<file path="config.mk">
export PLATFORM = sky130hd
export DESIGN_NAME = uart_cfg_ctrl
export DESIGN_NICKNAME = d
export VERILOG_FILES = /design/src/rtl/uart_cfg_pkg.sv /design/src/rtl/uart_cfg_timer.sv /design/src/rtl/uart_cfg_ctrl.sv
export SDC_FILE = /design/constraint.sdc
export NUM_CORES = 1
export LEC_CHECK = 0
export ABC_AREA = 1
export CORE_UTILIZATION = 53
export CTS_BUF_LIST = sky130_fd_sc_hd__clkbuf_16
export DETAILED_ROUTE_END_ITERATION = 10
export HOLD_SLACK_MARGIN = 0.08
export PLACE_DENSITY = 0.86
export SLEW_MARGIN = 10
export SYNTH_ARGS = -nofsm -noshare
export SYNTH_HDL_FRONTEND = slang
export SYNTH_SLANG_ARGS = --single-unit
</file>
<file path="constraint.sdc">
create_clock -name clock -period 1.9 [get_ports clock]
set_input_delay 0.19 -clock clock [delete_from_list [all_inputs] [get_ports clock]]
set_output_delay 0.19 -clock clock [all_outputs]
set_load 0.02 [all_outputs]
</file>
<file path="src/rtl/uart_cfg_pkg.sv">
// Shared types, frame constants, baud table and field decoders for the UART
// configuration controller.
package uart_cfg_pkg;

  typedef enum logic [3:0] {
    ST_HDR0,
    ST_HDR1,
    ST_CHI,
    ST_CLO,
    ST_CHK,
    ST_TAIL,
    ST_WAIT_IDLE,
    ST_APPLY
  } cfg_state_e;

  localparam logic [7:0] SOF0 = 8'hAA;
  localparam logic [7:0] SOF1 = 8'h55;
  localparam logic [7:0] EOF  = 8'h55;

  localparam logic [1:0] ERR_NONE     = 2'd0;
  localparam logic [1:0] ERR_CHECKSUM = 2'd1;
  localparam logic [1:0] ERR_FIELD    = 2'd2;
  localparam logic [1:0] ERR_TIMEOUT  = 2'd3;

  localparam logic [15:0] RST_BPS_DIV     = 16'd325;
  localparam logic [3:0]  RST_DATA_SIZE   = 4'd8;
  localparam logic [5:0]  RST_STOP_SIZE   = 6'd16;
  localparam logic [1:0]  RST_PARITY_MODE = 2'b00;

  // 16x-oversample divisors for a 50 MHz clock.
  localparam logic [15:0] BAUD_TABLE [16] = '{
    16'd28409, 16'd10416, 16'd5208, 16'd2604,
    16'd1302,  16'd651,   16'd325,  16'd217,
    16'd162,   16'd81,    16'd72,   16'd55,
    16'd54,    16'd27,    16'd24,   16'd12
  };

  function automatic logic [15:0] bps_lookup(input logic [3:0] idx);
    return BAUD_TABLE[idx];
  endfunction

  function automatic logic [3:0] data_size_of(input logic [1:0] width_code);
    return 4'd5 + {2'b00, width_code};
  endfunction

  function automatic logic [5:0] stop_size_of(input logic [1:0] stop_code);
    logic [5:0] ticks;
    case (stop_code)
      2'b00:   ticks = 6'd16;
      2'b01:   ticks = 6'd24;
      default: ticks = 6'd32;
    endcase
    return ticks;
  endfunction

endpackage

</file>
<file path="src/rtl/uart_cfg_timer.sv">
// Loadable saturating down-counter; expired is high while the count is zero.
module uart_cfg_timer #(
  parameter int unsigned W = 8
) (
  input  logic         clock,
  input  logic         reset_n,
  input  logic         load,
  input  logic [W-1:0] load_val,
  input  logic         dec,
  output logic         expired
);

  logic [W-1:0] cnt_q, cnt_d;

  always_comb begin
    cnt_d = cnt_q;
    if (load) begin
      cnt_d = load_val;
    end else if (dec && (cnt_q != '0)) begin
      cnt_d = cnt_q - W'(1);
    end
  end

  always_ff @(posedge clock) begin
    if (!reset_n) begin
      cnt_q <= '0;
    end else begin
      cnt_q <= cnt_d;
    end
  end

  assign expired = (cnt_q == '0);

endmodule

</file>
<file path="src/rtl/uart_cfg_ctrl.sv">
// Parses AA 55 CHI CLO CHK 55 control frames from the RX byte stream and
// applies the decoded UART configuration once TX and RX are both idle.
module uart_cfg_ctrl
  import uart_cfg_pkg::*;
#(
  parameter int unsigned BYTE_TIMEOUT = 2_000_000,
  parameter int unsigned IDLE_TIMEOUT = 5_000_000
) (
  input  logic        clock,
  input  logic        reset_n,
  input  logic [7:0]  rx_data,
  input  logic        rx_valid,
  input  logic        uart_idle,
  output logic        cfg_req,
  output logic [15:0] bps_div,
  output logic [3:0]  data_size,
  output logic [5:0]  stop_size,
  output logic [1:0]  parity_mode,
  output logic        cfg_update,
  output logic        cfg_error,
  output logic [1:0]  err_code
);

  localparam int unsigned BW = $clog2(BYTE_TIMEOUT + 1);
  localparam int unsigned IW = $clog2(IDLE_TIMEOUT + 1);

  cfg_state_e  state_q, state_d;
  logic [7:0]  chi_q, chi_d, clo_q, clo_d, chk_q, chk_d;
  logic [15:0] bps_div_q, bps_div_d;
  logic [3:0]  data_size_q, data_size_d;
  logic [5:0]  stop_size_q, stop_size_d;
  logic [1:0]  parity_mode_q, parity_mode_d;
  logic        cfg_req_q, cfg_req_d;
  logic        cfg_update_q, cfg_update_d;
  logic        cfg_error_q, cfg_error_d;
  logic [1:0]  err_code_q, err_code_d;

  logic byte_load, byte_dec, byte_exp;
  logic idle_load, idle_dec, idle_exp;
  logic byte_timed;
  logic fields_bad;

  // Loaded with TIMEOUT-1 so the error fires exactly TIMEOUT cycles after the load.
  uart_cfg_timer #(.W(BW)) u_byte_timer (
    .clock    (clock),
    .reset_n  (reset_n),
    .load     (byte_load),
    .load_val (BW'(BYTE_TIMEOUT - 1)),
    .dec      (byte_dec),
    .expired  (byte_exp)
  );

  uart_cfg_timer #(.W(IW)) u_idle_timer (
    .clock    (clock),
    .reset_n  (reset_n),
    .load     (idle_load),
    .load_val (IW'(IDLE_TIMEOUT - 1)),
    .dec      (idle_dec),
    .expired  (idle_exp)
  );

  assign byte_timed = (state_q == ST_HDR1) || (state_q == ST_CHI) ||
                      (state_q == ST_CLO)  || (state_q == ST_CHK) ||
                      (state_q == ST_TAIL);
  assign fields_bad = (clo_q[7:6] == 2'b11) || (chi_q[1:0] == 2'b11);

  always_comb begin
    state_d       = state_q;
    chi_d         = chi_q;
    clo_d         = clo_q;
    chk_d         = chk_q;
    bps_div_d     = bps_div_q;
    data_size_d   = data_size_q;
    stop_size_d   = stop_size_q;
    parity_mode_d = parity_mode_q;
    cfg_update_d  = 1'b0;
    cfg_error_d   = 1'b0;
    err_code_d    = err_code_q;
    byte_load     = 1'b0;
    byte_dec      = 1'b0;
    idle_load     = 1'b0;
    idle_dec      = 1'b0;

    // A byte arriving on the expiry cycle wins over the timeout.
    if (byte_timed && !rx_valid) begin
      if (byte_exp) begin
        cfg_error_d = 1'b1;
        err_code_d  = ERR_TIMEOUT;
        state_d     = ST_HDR0;
      end else begin
        byte_dec = 1'b1;
      end
    end

    case (state_q)
      ST_HDR0: begin
        if (rx_valid) begin
          byte_load = 1'b1;
          if (rx_data == SOF0) state_d = ST_HDR1;
        end
      end
      ST_HDR1: begin
        if (rx_valid) begin
          byte_load = 1'b1;
          if (rx_data == SOF1)      state_d = ST_CHI;
          else if (rx_data == SOF0) state_d = ST_HDR1;
          else                      state_d = ST_HDR0;
        end
      end
      ST_CHI: begin
        if (rx_valid) begin
          byte_load = 1'b1;
          chi_d     = rx_data;
          state_d   = ST_CLO;
        end
      end
      ST_CLO: begin
        if (rx_valid) begin
          byte_load = 1'b1;
          clo_d     = rx_data;
          state_d   = ST_CHK;
        end
      end
      ST_CHK: begin
        if (rx_valid) begin
          byte_load = 1'b1;
          chk_d     = rx_data;
          state_d   = ST_TAIL;
        end
      end
      ST_TAIL: begin
        if (rx_valid) begin
          byte_load = 1'b1;
          if (rx_data != EOF) begin
            state_d = (rx_data == SOF0) ? ST_HDR1 : ST_HDR0;
          end else if (chk_q != (chi_q + clo_q)) begin
            cfg_error_d = 1'b1;
            err_code_d  = ERR_CHECKSUM;
            state_d     = ST_HDR0;
          end else if (fields_bad) begin
            cfg_error_d = 1'b1;
            err_code_d  = ERR_FIELD;
            state_d     = ST_HDR0;
          end else begin
            idle_load = 1'b1;
            state_d   = ST_WAIT_IDLE;
          end
        end
      end
      ST_WAIT_IDLE: begin
        if (uart_idle) begin
          state_d = ST_APPLY;
        end else if (idle_exp) begin
          cfg_error_d = 1'b1;
          err_code_d  = ERR_TIMEOUT;
          state_d     = ST_HDR0;
        end else begin
          idle_dec = 1'b1;
        end
      end
      ST_APPLY: begin
        bps_div_d     = bps_lookup(clo_q[3:0]);
        data_size_d   = data_size_of(clo_q[5:4]);
        stop_size_d   = stop_size_of(clo_q[7:6]);
        parity_mode_d = chi_q[1:0];
        cfg_update_d  = 1'b1;
        err_code_d    = ERR_NONE;
        state_d       = ST_HDR0;
      end
      default: state_d = ST_HDR0;
    endcase

    cfg_req_d = (state_d == ST_WAIT_IDLE) || (state_d == ST_APPLY);
  end

  always_ff @(posedge clock) begin
    if (!reset_n) begin
      state_q       <= ST_HDR0;
      chi_q         <= '0;
      clo_q         <= '0;
      chk_q         <= '0;
      bps_div_q     <= RST_BPS_DIV;
      data_size_q   <= RST_DATA_SIZE;
      stop_size_q   <= RST_STOP_SIZE;
      parity_mode_q <= RST_PARITY_MODE;
      cfg_req_q     <= 1'b0;
      cfg_update_q  <= 1'b0;
      cfg_error_q   <= 1'b0;
      err_code_q    <= ERR_NONE;
    end else begin
      state_q       <= state_d;
      chi_q         <= chi_d;
      clo_q         <= clo_d;
      chk_q         <= chk_d;
      bps_div_q     <= bps_div_d;
      data_size_q   <= data_size_d;
      stop_size_q   <= stop_size_d;
      parity_mode_q <= parity_mode_d;
      cfg_req_q     <= cfg_req_d;
      cfg_update_q  <= cfg_update_d;
      cfg_error_q   <= cfg_error_d;
      err_code_q    <= err_code_d;
    end
  end

  assign cfg_req     = cfg_req_q;
  assign bps_div     = bps_div_q;
  assign data_size   = data_size_q;
  assign stop_size   = stop_size_q;
  assign parity_mode = parity_mode_q;
  assign cfg_update  = cfg_update_q;
  assign cfg_error   = cfg_error_q;
  assign err_code    = err_code_q;

endmodule

</file>
## Yosys cells after proc, flatten, opt, wreduce, memory -nomap -nowiden

Memory sizes are Yosys's and may differ from the RTL's. A register that Yosys moved wholly into a read port is not among the register bits.
Cells that the tools add are included.

| word-level totals | value |
|---|---|
| register bits | 89 |
| bits in read-only memories | 256 |
| input bits | 12 |
| output and inout port bits | 33 |
| word-level logic and storage cells | 116 |
| memories kept | 1 |

| operators by class | value |
|---|---|
| $add $sub $neg | 4 |
| eq/ne operators | 16 |
| mux-type cells | 53 |
| bitwise logic cells | 2 |
| reductions and logical operators | 25 |

Memories:

| memory | words | bits a word | rd ports | clocked after memory_dff | write ports | line | source |
|---|---|---|---|---|---|---|---|
| (name not given) | 16 | 16 | 1 | 1 | 0 | uart_cfg_pkg.sv:39 | `return BAUD_TABLE[idx];` |

Operator list:

| cell | count |
|---|---|
| 2-to-1 mux 4 bit | 12 |
| 2-to-1 mux 23 bit | 2 |
| 2-to-1 mux 21 bit | 2 |
| one-hot mux 4 bit (7 select lines) | 1 |
| == test 4 x 3 -> 1 bit (second input constant) | 6 |
| zero test 23 bit | 1 |
| nonzero test 23 bit | 1 |
| subtractor 23 x 1 -> 23 bit (second input constant) | 1 |
| 2-to-1 mux 1 bit | 22 |
| zero test 21 bit | 1 |
| nonzero test 21 bit | 1 |
| subtractor 21 x 1 -> 21 bit (second input constant) | 1 |
| 2-to-1 mux 2 bit | 9 |
| one-hot mux 6 bit (2 select lines) | 1 |
| adder 8 bit | 1 |
| == test 4 x 2 -> 1 bit (second input constant) | 2 |
| == test 8 x 7 -> 1 bit (second input constant) | 1 |
| == test 8 bit (second input constant) | 1 |
| != test 8 x 7 -> 1 bit (second input constant) | 1 |
| != test 8 bit | 1 |
| logical OR 1 bit | 6 |
| 2-to-1 mux 3 bit | 2 |
| one-hot mux 2 bit (3 select lines) | 1 |
| AND reduction 2 bit | 3 |
| 14 further kinds | 20 |

## Longest topological paths before layout

| logic depth | value |
|---|---|
| depth in word-level cells | 12 |
| gate-level depth with buffers | 16 |
| depth with buffers taken out | 15 |

## Modules after synthesis

A second synthesis with hierarchy kept.

| unflattened totals | value |
|---|---|
| cells, all modules | 1044 |
| area, all modules | 6542.5 um^2 |

Modules (own cells, without submodules):

| module | times used | cells an instance | area an instance (um^2) | sequential area each (um^2) |
|---|---|---|---|---|
| uart_cfg_ctrl | 1 | 456 | 3189.3 | 1141.1 |
| uart_cfg_timer (u_idle_timer) | 1 | 305 | 1762.9 | 460.4 |
| uart_cfg_timer (u_byte_timer) | 1 | 283 | 1590.3 | 420.4 |

## Worst setup path before layout

No wires, ideal clock.

| timing | value |
|---|---|
| kind | register to register |
| start | register clo_q[0] |
| end | register cfg_req_q, in the netlist cfg_req |
| arrival | 2.015 ns |
| data required time | 1.834 ns |
| setup slack | -0.181 ns |
| cell stages (with the launch flop) | 12 |
| buffers on the path | 1 |
| clock period less this slack | 2.081 ns |
| cell sequence | dfxtp_1 > ha_1 > fa_1 > xor2_1 > nor2_1 > nand4_1 > nor2_4 > nand4_2 > buf_6 > nand2_1 > nand2_1 > a21oi_2 |

| between the ends | value |
|---|---|
| word-level cells in the longest chain between the ends | 8 |
| elaborated cells on any way between the ends | 9 |
| those cells by class | add/sub (1); eq/ne (3); mux (4); reduce/logical (1) |

RTL lines:

| item | line | source |
|---|---|---|
| start: declaration | uart_cfg_ctrl.sv:28 | `logic [7:0] chi_q, chi_d, clo_q, clo_d, chk_q, chk_d;` |
| start signal: assignment | uart_cfg_ctrl.sv:193 | `clo_q <= clo_d;` |
| adder 8 bit (*) | uart_cfg_ctrl.sv:136 | `end else if (chk_q != (chi_q + clo_q)) begin` |
| != test 8 bit (*) | uart_cfg_ctrl.sv:136 |  |
| 2-to-1 mux 3 bit (*) | uart_cfg_ctrl.sv:136 |  |
| 2-to-1 mux 4 bit (*) | uart_cfg_ctrl.sv:134 | `if (rx_data != EOF) begin` |
| 2-to-1 mux 4 bit (*) | uart_cfg_ctrl.sv:132 | `if (rx_valid) begin` |
| one-hot mux 4 bit (7 select lines) (*) | uart_cfg_ctrl.sv:95 | `case (state_q)` |
| == test 4 x 3 -> 1 bit | uart_cfg_ctrl.sv:173 | `cfg_req_d = (state_d == ST_WAIT_IDLE) \|\| (state_d == ST_APPLY);` |
| logical OR 1 bit (*) | uart_cfg_ctrl.sv:173 |  |
| end signal: assignment | uart_cfg_ctrl.sv:199 | `cfg_req_q <= cfg_req_d;` |
| end: declaration | uart_cfg_ctrl.sv:33 | `logic cfg_req_q, cfg_req_d;` |

Every way passes the cells marked *; elsewhere a longest branch is shown, timed or not.
A chain may end at the register's enable or synchronous reset.

## Worst setup path after layout

| timing | value |
|---|---|
| start | register clo_q[0] |
| end | register u_idle_timer.cnt_q[16] |

| between the ends | value |
|---|---|
| word-level cells in the longest chain between the ends | 7 |

RTL lines:

| item | line | source |
|---|---|---|
| adder 8 bit | uart_cfg_ctrl.sv:136 |  |
| != test 8 bit | uart_cfg_ctrl.sv:136 |  |
| 2-to-1 mux 1 bit | uart_cfg_ctrl.sv:136 |  |
| 2-to-1 mux 1 bit | uart_cfg_ctrl.sv:134 |  |
| 2-to-1 mux 1 bit | uart_cfg_ctrl.sv:132 |  |
| 2-to-1 mux 1 bit | uart_cfg_ctrl.sv:95 |  |
| OR reduction 2 bit (no source line) | - |  |
| end signal: assignment | uart_cfg_timer.sv:28 | `cnt_q <= cnt_d;` |
| end: declaration | uart_cfg_timer.sv:13 | `logic [W-1:0] cnt_q, cnt_d;` |

No other way between the ends.

==> flow_summary.yaml <==
place:
  dp_slack_ps: -179.1
  placed_area_sq_mm: 0.006609
  place.gp.congestion: 0.9815
  io_buffers: 40
  hpwl_mm: 10.77
die:
  row_count: 37
  die_w_um: 106.3
  initial_utilization: 0.5535
  die_y_um: 106.3
  ios: 45
  dieArea_sq_mm: 0.01130
  core_sq_mm: 0.01042
setup_path:
  cp-startpoint: "clo_q[0]"
  worstPathRequired_ps: 2150
  worst_setup_path_end_kind: "register"
  worstSetupPathType: "register to register"
  r2r-end: "u_idle_timer.cnt_q[16]"
  r2r_start: "clo_q[0]"
  start_kind: "register"
  reg2reg_depth: 10
  rrSetupSlack_ps: -200
  worstPathArrival_ps: 2350
  crit_fanout: 10
yosys:
  synth_seq_cells: 101
  yosysSeqAreaShare: 0.3507
  synth_area_sq_mm: 0.005766
  synth_commonest_cells: "192 x nand2_1, 101 x dfxtp_1, 95 x nor2_1, 92 x inv_1, 75 x a21oi_1"
  synth_top_area_cell: "dfxtp_1"
  synth.top_cell.area_share: 0.3507
  synth_most_common_cell: "nand2_1"
  synthArstFlopShare: 0
  syn_inst: 847
  synth_ff_type: "dfxtp_1"
  syn_area_per_cell_sq_um: 6.807
  synth_edf_count: 0
  ys_types: 53
  synth_area_leaders: "dfxtp_1 35%, nand2_1 13%, a21oi_1 6.5%"
  synth_warnings: 0
worst_hold_path:
  min_path_cells: 2
  whs_endpoint: "chi_q[4]"
  hp-class: "register to register"
  min_from: "chi_q[4]"
clock_tree:
  cts_max_level: 3
  ctsHoldBuffers: 0
  clock_path_buffers: 2
  root_buffer: "clkbuf_16"
  cts_tree: "done"
  path_clk_slew_ps: 80
  clock_latency_ps: 360
  cts_buffers: 9
  cts.sinks: 101
final_layout:
  area_growth_pct: 22.07
  fin_nets: 958
  fill_cells: 863
  utilization: 0.6757
  drive_above_1_share: 0.1481
  insertedDiodeCount: 0
  final_area_sq_mm: 0.007038
detailed_routing:
  dr.pass1.iters: 5
  wire_per_inst_um: 13.98
  postRouteAntennaNets: 0
  via_per_inst: 5.447
  drcViolationCount: 0
  vias: 5817
  first_iter_violations: 479
  wl_mm: 14.93
global_route:
  overflow: 0
  grt_usage: 0.2744
  antenna_found_initial: 0
  grt_pass1_wl_mm: 24.76
  grt_max_degree: 30
  grt_pass1_vias: 5291
pwr:
  p_per_area_mw_per_mm2: 622.2
  power_leakage_nw: 3.225
  peakVddDrop_mv: 0.5441
timing:
  fin_hold_ws_ps: 452.9
  max_freq_mhz: 475.8
  fin_tns_setup_ps: -4763
  fin_skew_ps: 10.82
  layout_worst_path_cycle_share: 1.106
  final_hold_viol_count: 0
  worst_slack_ps: -201.9
  setup_viol: 29
  min_period_ps: 2102
  maxSlewViolCount: 0
  rsz0062_at_grt: "yes"
flow_run:
  max_cap_violations: 0
outcome:
  outcome: "complete, but fails checks"
  violations: "negative setup slack"
==> through the flow <==
| stage | cells | total power, W |
|---|---|---|
| finish | 1068 | 0.004379 |
| global route | 1068 | 0.004530 |
| CTS | 1065 | 0.004394 |
| detailed placement | 1049 | 0.002550 |
| global placement | 1049 | 0.002545 |
| floorplan | 851 | 0.002414 |
==> final cells by class <==
type / count / area, sq um / share of cell area
Multi-Input combinational cell: 620 / 3338 / 0.4743
Tap cell: 136 / 170.2 / 0.02418
Clock buffer: 9 / 225.2 / 0.03200
Timing Repair Buffer: 92 / 807.0 / 0.1147
Inverter: 103 / 389.1 / 0.05529
Clock inverter: 7 / 77.57 / 0.01102
Sequential cell: 101 / 2031 / 0.2885
==> worst max-delay path by stage <==
stage / endpoint / depth (start not counted) / slack [ps]
2_1_floorplan: cfg_req / 11 / -60
4_1_cts: u_idle_timer.cnt_q[16] / 10 / -150
6_report: u_idle_timer.cnt_q[16] / 10 / -200
3_3_place_gp: u_idle_timer.cnt_q[13] / 10 / -130
5_1_grt: u_idle_timer.cnt_q[9] / 13 / -330
3_5_place_dp: u_idle_timer.cnt_q[16] / 10 / -180
==> sequential cells by signal, summed over array words and instances (netlist names) <==
signal	count
bps_div	15
cfg_error	1
cfg_req	1
cfg_update	1
chi_q	8
chk_q	8
clo_q	8
data_size	4
err_code	2
parity_mode	2
state_q	4
stop_size	3
u_byte_timer.cnt_q	21
u_idle_timer.cnt_q	23
==> worst max-delay path, cell delays in order (launching register included) <==
cell     delay (ps)
dfxtp_4         360
ha_4            160
fa_2            530
xor2_1           70
nor2_1          100
nand4_1         140
nor2_4          200
nand4_4         130
nand2_2         120
buf_12          140
nor3b_1          50
==> metal layers <==
metal	up-vias	wire length, um	GRT usage
met5	-	0	0
met4	0	252	0.08135
met3	28	913	0.04782
met2	189	7240	0.4666
met1	2682	6523	0.3537
li1	2918	-	-
==> cells in the final DEF, fill, tap and decap left out, types with 3 or more instances in the layout <==
cell type,count
nand3b_1,3
o211ai_1,5
clkdlybuf4s50_1,40
o21a_1,3
conb_1,5
nand4_1,15
dfxtp_1,96
a21oi_1,71
nand2_2,14
xnor2_1,6
inv_1,91
a31oi_1,9
nor3_2,3
xor2_1,16
nor3_1,13
o21ai_1,4
nand2_1,182
nor2_2,8
nand3_1,62
o21ai_0,45
dfxtp_2,4
nor2_4,5
a21oi_2,5
clkbuf_16,9
nor2_1,93
buf_4,50
nand3_2,7
inv_2,9
ha_1,17
==> logic make-up (layout without fill, tap and decap cells) <==
| kind of cell | count (synthesis) | after routing | share of synthesized area |
|---|---|---|---|
| AOI/OAI and AO/OA | 151 | 151 | 0.1419 |
| xor gates and xnor gates | 22 | 22 | 0.03342 |
| adders and majority gates | 19 | 19 | 0.04254 |
| buffers and inverters | 130 | 211 | 0.09201 |
| DFF | 101 | 101 | 0.3507 |
| other | 1 | 5 | 0.0006504 |
| and+or+nand+nor | 423 | 423 | 0.3388 |
==> where the power goes <==
group | switching, W | internal (W)
sequential | 0.0000204 | 0.00213
combinational | 0.000230 | 0.000138
clock | 0.000925 | 0.000933
total | 0.00117 | 0.00320
==> timing repair <==
item                                    4_1_cts  5_1_grt
setup buffers                                 0        3
gates resized for setup                      10       22
endpoints found under the setup margin       30       48
pin swaps                                     1        7
Power figures use the tool's default switching activity.
